**src/rtl/dmem_resp_pkg.sv**
```systemverilog
// Shared definitions for the data-memory responder: access width codes,
// FSM state encoding, read-latency bounds and the byte-lane mask helper.
package dmem_resp_pkg;

  localparam logic [1:0] DM_BYTE     = 2'b00;
  localparam logic [1:0] DM_HALFWORD = 2'b01;
  localparam logic [1:0] DM_WORD     = 2'b10;

  localparam int RD_LAT_MAX = 3;
  localparam int CNT_W      = 2;

  typedef enum logic [1:0] {
    IDLE = 2'b00,
    WAIT = 2'b01,
    RESP = 2'b10
  } state_e;

  // Byte enables a well-formed access of this width/offset must carry.
  function automatic logic [3:0] lane_mask(input logic [1:0] width,
                                           input logic [1:0] offset);
    logic [3:0] mask;
    case (width)
      DM_BYTE:     mask = 4'b0001 << offset;
      DM_HALFWORD: mask = 4'b0011 << offset;
      DM_WORD:     mask = 4'b1111;
      default:     mask = 4'b0000;
    endcase
    return mask;
  endfunction

endpackage

```
**src/rtl/dmem_lane_align.sv**
```systemverilog
// Byte-lane steering for the data-memory responder: store data shifted onto
// its lanes, load data right-justified, and a shared misalignment detect.
module dmem_lane_align
  import dmem_resp_pkg::*;
(
  input  logic [1:0]  width_i,
  input  logic [1:0]  offset_i,
  input  logic [3:0]  dwea_i,
  input  logic [31:0] st_data_i,
  input  logic [31:0] ld_data_i,
  output logic [31:0] st_lane_o,
  output logic [31:0] ld_just_o,
  output logic        ld_mis_o,
  output logic        st_mis_o
);

  logic addr_mis;

  always_comb begin
    addr_mis = 1'b0;
    case (width_i)
      DM_BYTE:     addr_mis = 1'b0;
      DM_HALFWORD: addr_mis = offset_i[0];
      DM_WORD:     addr_mis = |offset_i;
      default:     addr_mis = 1'b1;
    endcase
  end

  assign ld_mis_o = addr_mis;
  // A store whose enables disagree with width/offset is rejected like a misaligned one.
  assign st_mis_o = addr_mis | (dwea_i != lane_mask(width_i, offset_i));

  assign st_lane_o = st_data_i << {offset_i, 3'b000};
  assign ld_just_o = ld_data_i >> {offset_i, 3'b000};

endmodule

```
**src/rtl/dmem_resp.sv**
```systemverilog
// Data-memory responder: drives a synchronous single-port SRAM for pipeline
// loads/stores, stalling the pipeline while a read is in flight.
//
// state | meaning
// IDLE  | accept a store (same cycle) or issue an aligned load read
// WAIT  | read in flight, count down RD_LAT-1..0, capture on zero
// RESP  | Data_in valid, pipeline advances, return to IDLE
module dmem_resp
  import dmem_resp_pkg::*;
#(
  parameter int ADDR_W     = 32,
  parameter int DEPTH_LOG2 = 12,
  parameter int RD_LAT     = 1
) (
  input  logic                  clk,
  input  logic                  rst_n,
  input  logic                  mem_w,
  input  logic                  mem_r,
  input  logic [1:0]            mem_width,
  input  logic [3:0]            DWea,
  input  logic [ADDR_W-1:0]     Addr_out,
  input  logic [31:0]           Data_out,
  output logic [31:0]           Data_in,
  output logic                  stall,
  output logic                  err,
  output logic                  sram_en,
  output logic [3:0]            sram_we,
  output logic [DEPTH_LOG2-1:0] sram_addr,
  output logic [31:0]           sram_wdata,
  input  logic [31:0]           sram_rdata
);

  localparam logic [CNT_W-1:0] CNT_INIT = CNT_W'(RD_LAT - 1);

  state_e           state_q, state_d;
  logic [CNT_W-1:0] cnt_q, cnt_d;
  logic [31:0]      rdata_q, rdata_d;

  logic [31:0] st_lane, ld_just;
  logic        ld_mis, st_mis;
  logic        unused_addr;

  dmem_lane_align u_align (
    .width_i   (mem_width),
    .offset_i  (Addr_out[1:0]),
    .dwea_i    (DWea),
    .st_data_i (Data_out),
    .ld_data_i (sram_rdata),
    .st_lane_o (st_lane),
    .ld_just_o (ld_just),
    .ld_mis_o  (ld_mis),
    .st_mis_o  (st_mis)
  );

  // Addresses wrap at the SRAM size; the upper bits are deliberately dropped.
  assign unused_addr = ^Addr_out[ADDR_W-1:DEPTH_LOG2+2];
  assign sram_addr   = Addr_out[DEPTH_LOG2+1:2];
  assign sram_wdata  = st_lane;
  assign Data_in     = rdata_q;

  always_comb begin
    state_d = state_q;
    cnt_d   = cnt_q;
    rdata_d = rdata_q;
    sram_en = 1'b0;
    sram_we = 4'b0000;
    stall   = 1'b0;
    err     = 1'b0;

    case (state_q)
      IDLE: begin
        if (mem_w) begin
          sram_en = ~st_mis;
          sram_we = st_mis ? 4'b0000 : DWea;
          err     = st_mis | mem_r;
        end else if (mem_r) begin
          if (ld_mis) begin
            err     = 1'b1;
            rdata_d = '0;
          end else begin
            sram_en = 1'b1;
            stall   = 1'b1;
            cnt_d   = CNT_INIT;
            state_d = WAIT;
          end
        end
      end
      WAIT: begin
        stall = 1'b1;
        if (cnt_q == '0) begin
          rdata_d = ld_just;
          state_d = RESP;
        end else begin
          cnt_d = cnt_q - 1'b1;
        end
      end
      RESP: begin
        // mem_r here is still the load being completed, so only stores count.
        state_d = IDLE;
        if (mem_w) begin
          sram_en = ~st_mis;
          sram_we = st_mis ? 4'b0000 : DWea;
          err     = st_mis;
        end
      end
      default: state_d = IDLE;
    endcase

    if (!rst_n) begin
      sram_en = 1'b0;
      sram_we = 4'b0000;
      stall   = 1'b0;
      err     = 1'b0;
    end
  end

  always_ff @(posedge clk) begin
    if (!rst_n) begin
      state_q <= IDLE;
      cnt_q   <= '0;
      rdata_q <= '0;
    end else begin
      state_q <= state_d;
      cnt_q   <= cnt_d;
      rdata_q <= rdata_d;
    end
  end

endmodule
```
**config.mk**
```make
export PLATFORM = sky130hd
export DESIGN_NAME = dmem_resp
export DESIGN_NICKNAME = d
export VERILOG_FILES = /design/src/rtl/dmem_resp_pkg.sv /design/src/rtl/dmem_lane_align.sv /design/src/rtl/dmem_resp.sv
export SDC_FILE = /design/constraint.sdc
export NUM_CORES = 1
export LEC_CHECK = 0
export ABC_CLOCK_PERIOD_IN_PS = 5000
export CAP_MARGIN = 15
export CORE_ASPECT_RATIO = 1.4
export CORE_MARGIN = 2
export CORE_UTILIZATION = 39
export CTS_BUF_LIST = sky130_fd_sc_hd__clkbuf_16
export DETAILED_ROUTE_END_ITERATION = 12
export GPL_TIMING_DRIVEN = 0
export PLACE_DENSITY = 0.88
export SETUP_SLACK_MARGIN = 0.1
export SYNTH_ARGS = -nofsm -noshare
export SYNTH_HDL_FRONTEND = slang
export SYNTH_SLANG_ARGS = --single-unit
```
**constraint.sdc**
```tcl
create_clock -name clk -period 5 [get_ports clk]
set_clock_uncertainty 0.1 [all_clocks]
set_input_delay 1 -clock clk [delete_from_list [all_inputs] [get_ports clk]]
set_output_delay 1 -clock clk [all_outputs]
set_load 0.02 [all_outputs]
```
==> summary.md <==
| Metric | Value |
|---|---|
| Synth cell types | `45` |
| Worst setup EP type | `output port` |
| Hold endpoint | `Data_in[27]` |
| Via count | `3252` |
| Synthesis Warnings | `0` |
| Commonest cells after routing, fill and taps aside | `clkdlybuf4s50_1 (154), nand2_1 (46), o21ai_0 (44)` |
| FF+latch count, synth | `36` |
| Final net count | `623` |
| # setup viols final | `0` |
| Worst path max stage delay | `600 ps` |
| CTS tree | `built` |
| Worst Path Buf+Inv | `2` |
| Initial Util | `0.407` |
| R2R depth | `6` |
| Slew HR | `0.605` |
| Io pins | `189` |
| Hold depth | `2` |
| Top FF cell, synth | `dfxtp_1` |
| Antenna violations before repair | `0` |
| Filler cells | `577` |
| Post-synthesis sequential area ratio | `0.266` |
| Placed cells | `601` |
| Root Driver | `clkbuf_16` |
| DRT Wirelength | `9880 microns` |
| Number of CTS-inserted buffers | `5` |
| Leakage | `0.00178 uW` |
| Internal power | `626 uW` |
| H-tree depth | `2` |
| N_diodes | `0` |
| Final Slew Violations | `0` |
| Overflow after GRT | `0` |
| Number of port buffers | `154` |
| Hold_ws | `365 ps` |
| Post-synthesis xor/xnor area fraction | `0.00970` |
| Critical path's most frequent cell | `clkdlybuf4s50_1` |
| Mean Syn Cell Area | `7.63 sq um` |
| Clk slew on worst S/H paths | `50 ps` |
| Gr usage total | `0.258` |
| Switching power | `263 uW` |
| Crit Path Max Fanout | `7` |
| Reg2Reg Setup Slack | `2960 ps` |
| WP data arrival | `3280 ps` |
| Switching Share | `0.295` |
| GP Congestion | `0.918` |
| Post-synthesis mux area share | `0.148` |
| CTS Buffer Depth | `2` |
| Core ar. | `6660 sq um` |
| Post-synthesis compound-gate area fraction | `0.217` |
| Type of element launching the critical path | `primary input` |
| Row count | `35` |
| Post-Synth Simple-Gate Area | `0.258` |
| Cell Chain, Critical Path | `clkdlybuf4s50_1, nor4bb_1, a22oi_1, o31a_1, a311oi_2, or2_2, clkdlybuf4s50_1` |
| Comb pwr share | `0.340` |
| Post-DP HPWL | `7890 microns` |
| Peak Freq | `228 MHz` |
| EDFF count, synth | `0` |
| Largest family of logic cells by synthesized area | `simple AND/OR/NAND/NOR gates` |
| VDD IR-drop max | `0.000194 V` |
| Clock Latency Late Sink | `280 ps` |
| Die area | `7640 sq um` |
| Synth Area in Adders | `0.00462` |
| CP required | `3900 ps` |
| Non-filler cells, final | `608` |
| Die Wd | `74.5 microns` |
| Synth async-reset ratio | `0` |
| Area of the mapped netlist | `2710 sq um` |
| Initial drt markers | `184` |
| Initial DRT Pass Iterations | `5` |
| Hold path start | `Data_in[27]` |
| Vias in the first global route | `3071` |
| Post-layout instance area | `4500 sq um` |
| Worst min-delay path class | `reg -> reg` |
| Worst Tran Pin Value | `590 ps` |
| Post-DR wirelength/cell | `16.3 microns` |
| First-pass GRT wire length | `15300 microns` |
| Chip Height | `103 microns` |
| Post-CTS Setup Inserts | `0` |
| Fraction of layout cells with a size suffix above 1 | `0.0775` |
| Reg-to-reg startpoint | `state_q[0]` |
| Area post-placement | `4370 sq um` |
| DRC viols | `0` |
| Final Hold Fails | `0` |
| Final min period | `4380 ps` |
| Vias/cell | `5.35` |
| CTS Sinks | `36` |
| Largest net degree at the start of global routing | `11` |
| Pwr dens | `197 nW/um^2` |
| CP Class | `in -> out` |
| Synthesis-to-layout area growth | `66.1%` |
| Reg-to-Reg End | `Data_in[28]` |
| Commonest non-fill, non-tap cell in the layout | `clkdlybuf4s50_1` |
| Max-Cap Viols | `0` |
| Top Family by Delay on Critical Path | `buffers and inverters` |
| Slowest-stage cell, CP | `clkdlybuf4s50_1` |
| Tcrit/Tclk final | `0.876` |
| Final worst slack | `621 ps` |
| Synthesized Nets | `462` |
| Part of the power in registers | `0.334` |
| RSZ-0062 raised after global routing | `no` |
| Post-DRT Antenna Nets | `0` |
| Status | `finished, final reports clean` |
| Placement Setup Slack | `670 ps` |
| CTS Hold Bufs | `0` |
| Mapped Cells | `355` |
| Clk network pwr share | `0.327` |
| Post-cts gate resize count | `0` |
| Setup tns final | `0 ps` |
[power by group through the flow]
stage,Clock [uW],Sequential (uW),Combinational (uW)
finish,290,297,302
global route,303,297,321
CTS,294,297,300
detailed placement,0,302,298
global placement,0,302,294
floorplan,0,308,142
[state kept, by name, indices dropped and copies added (netlist names)]
signal   flops
state_q      2
cnt_q        2
Data_in     32
[layer usage]
metal / GRT usage / part of all wire / wire [microns]
met4: 0.0659 / 0.020 / 193
met2: 0.437 / 0.50 / 4920
met1: 0.331 / 0.41 / 4100
met3: 0.0538 / 0.068 / 670
met5: 0 / 0 / 0
[metrics by stage]
| stage | total power, uW | utilization |
|---|---|---|
| after global placement | 597 | 0.656 |
| after floorplan | 450 | - |
| final | 889 | 0.676 |
| after global routing | 921 | 0.676 |
| after CTS | 890 | 0.676 |
| after detailed placement | 601 | 0.656 |
[cell usage after synthesis, types with 7 or more instances]
cell	number	area (sq um)
a211oi_1	8	60.1
a21oi_1	13	65.1
and2_1	13	81.3
buf_2	7	35.0
buf_4	15	113
clkbuf_1	15	56.3
dfxtp_1	36	721
mux2i_1	40	400
nand2_1	46	173
nand3_1	24	120
nor2_1	19	71.3
nor2b_1	14	87.6
o211a_1	8	80.1
o21ai_0	44	220
o221ai_1	8	70.1
[tightest hold or removal path, delay by kind of cell, from the launching register on]
family / cells / cell delay (ps)
AND/OR/NAND/NOR: 1 / 50
flip-flops: 1 / 310
AO/OA/AOI/OAI: 1 / 60
[final cells by class]
cell class,instances,area (sq um),share of cell area
timing repair buffer,154,1540,0.343
clock inverter,2,8.76,0.00195
buffer,44,256,0.0570
inverter,2,7.51,0.00167
sequential,36,721,0.160
multi-input combinational,273,1730,0.383
tap,92,115,0.0256
clock buffer,5,125,0.0278
[cells by family (layout without fill, tap and decap cells)]
family / after synthesis / after routing
AO/OA/AOI/OAI: 91 / 91
adder cells (fa/ha/maj): 1 / 1
multiplexers: 40 / 40
XOR/XNOR: 3 / 3
buffers and inverters: 46 / 207
AND/OR/NAND/NOR: 138 / 138
flip-flops: 36 / 36
[worst max-delay path by stage]
stage | from | end | slack (ps) | cells after the start
2_1_floorplan | DWea[2] | sram_we[0] | 1430 | 6
3_3_place_gp | mem_width[1] | sram_en | 720 | 5
3_5_place_dp | mem_width[1] | sram_en | 670 | 5
4_1_cts | mem_width[1] | sram_en | 660 | 7
5_1_grt | mem_width[1] | sram_we[0] | 420 | 7
6_report | mem_width[1] | sram_en | 620 | 7
(Power assumes the default switching activity.)
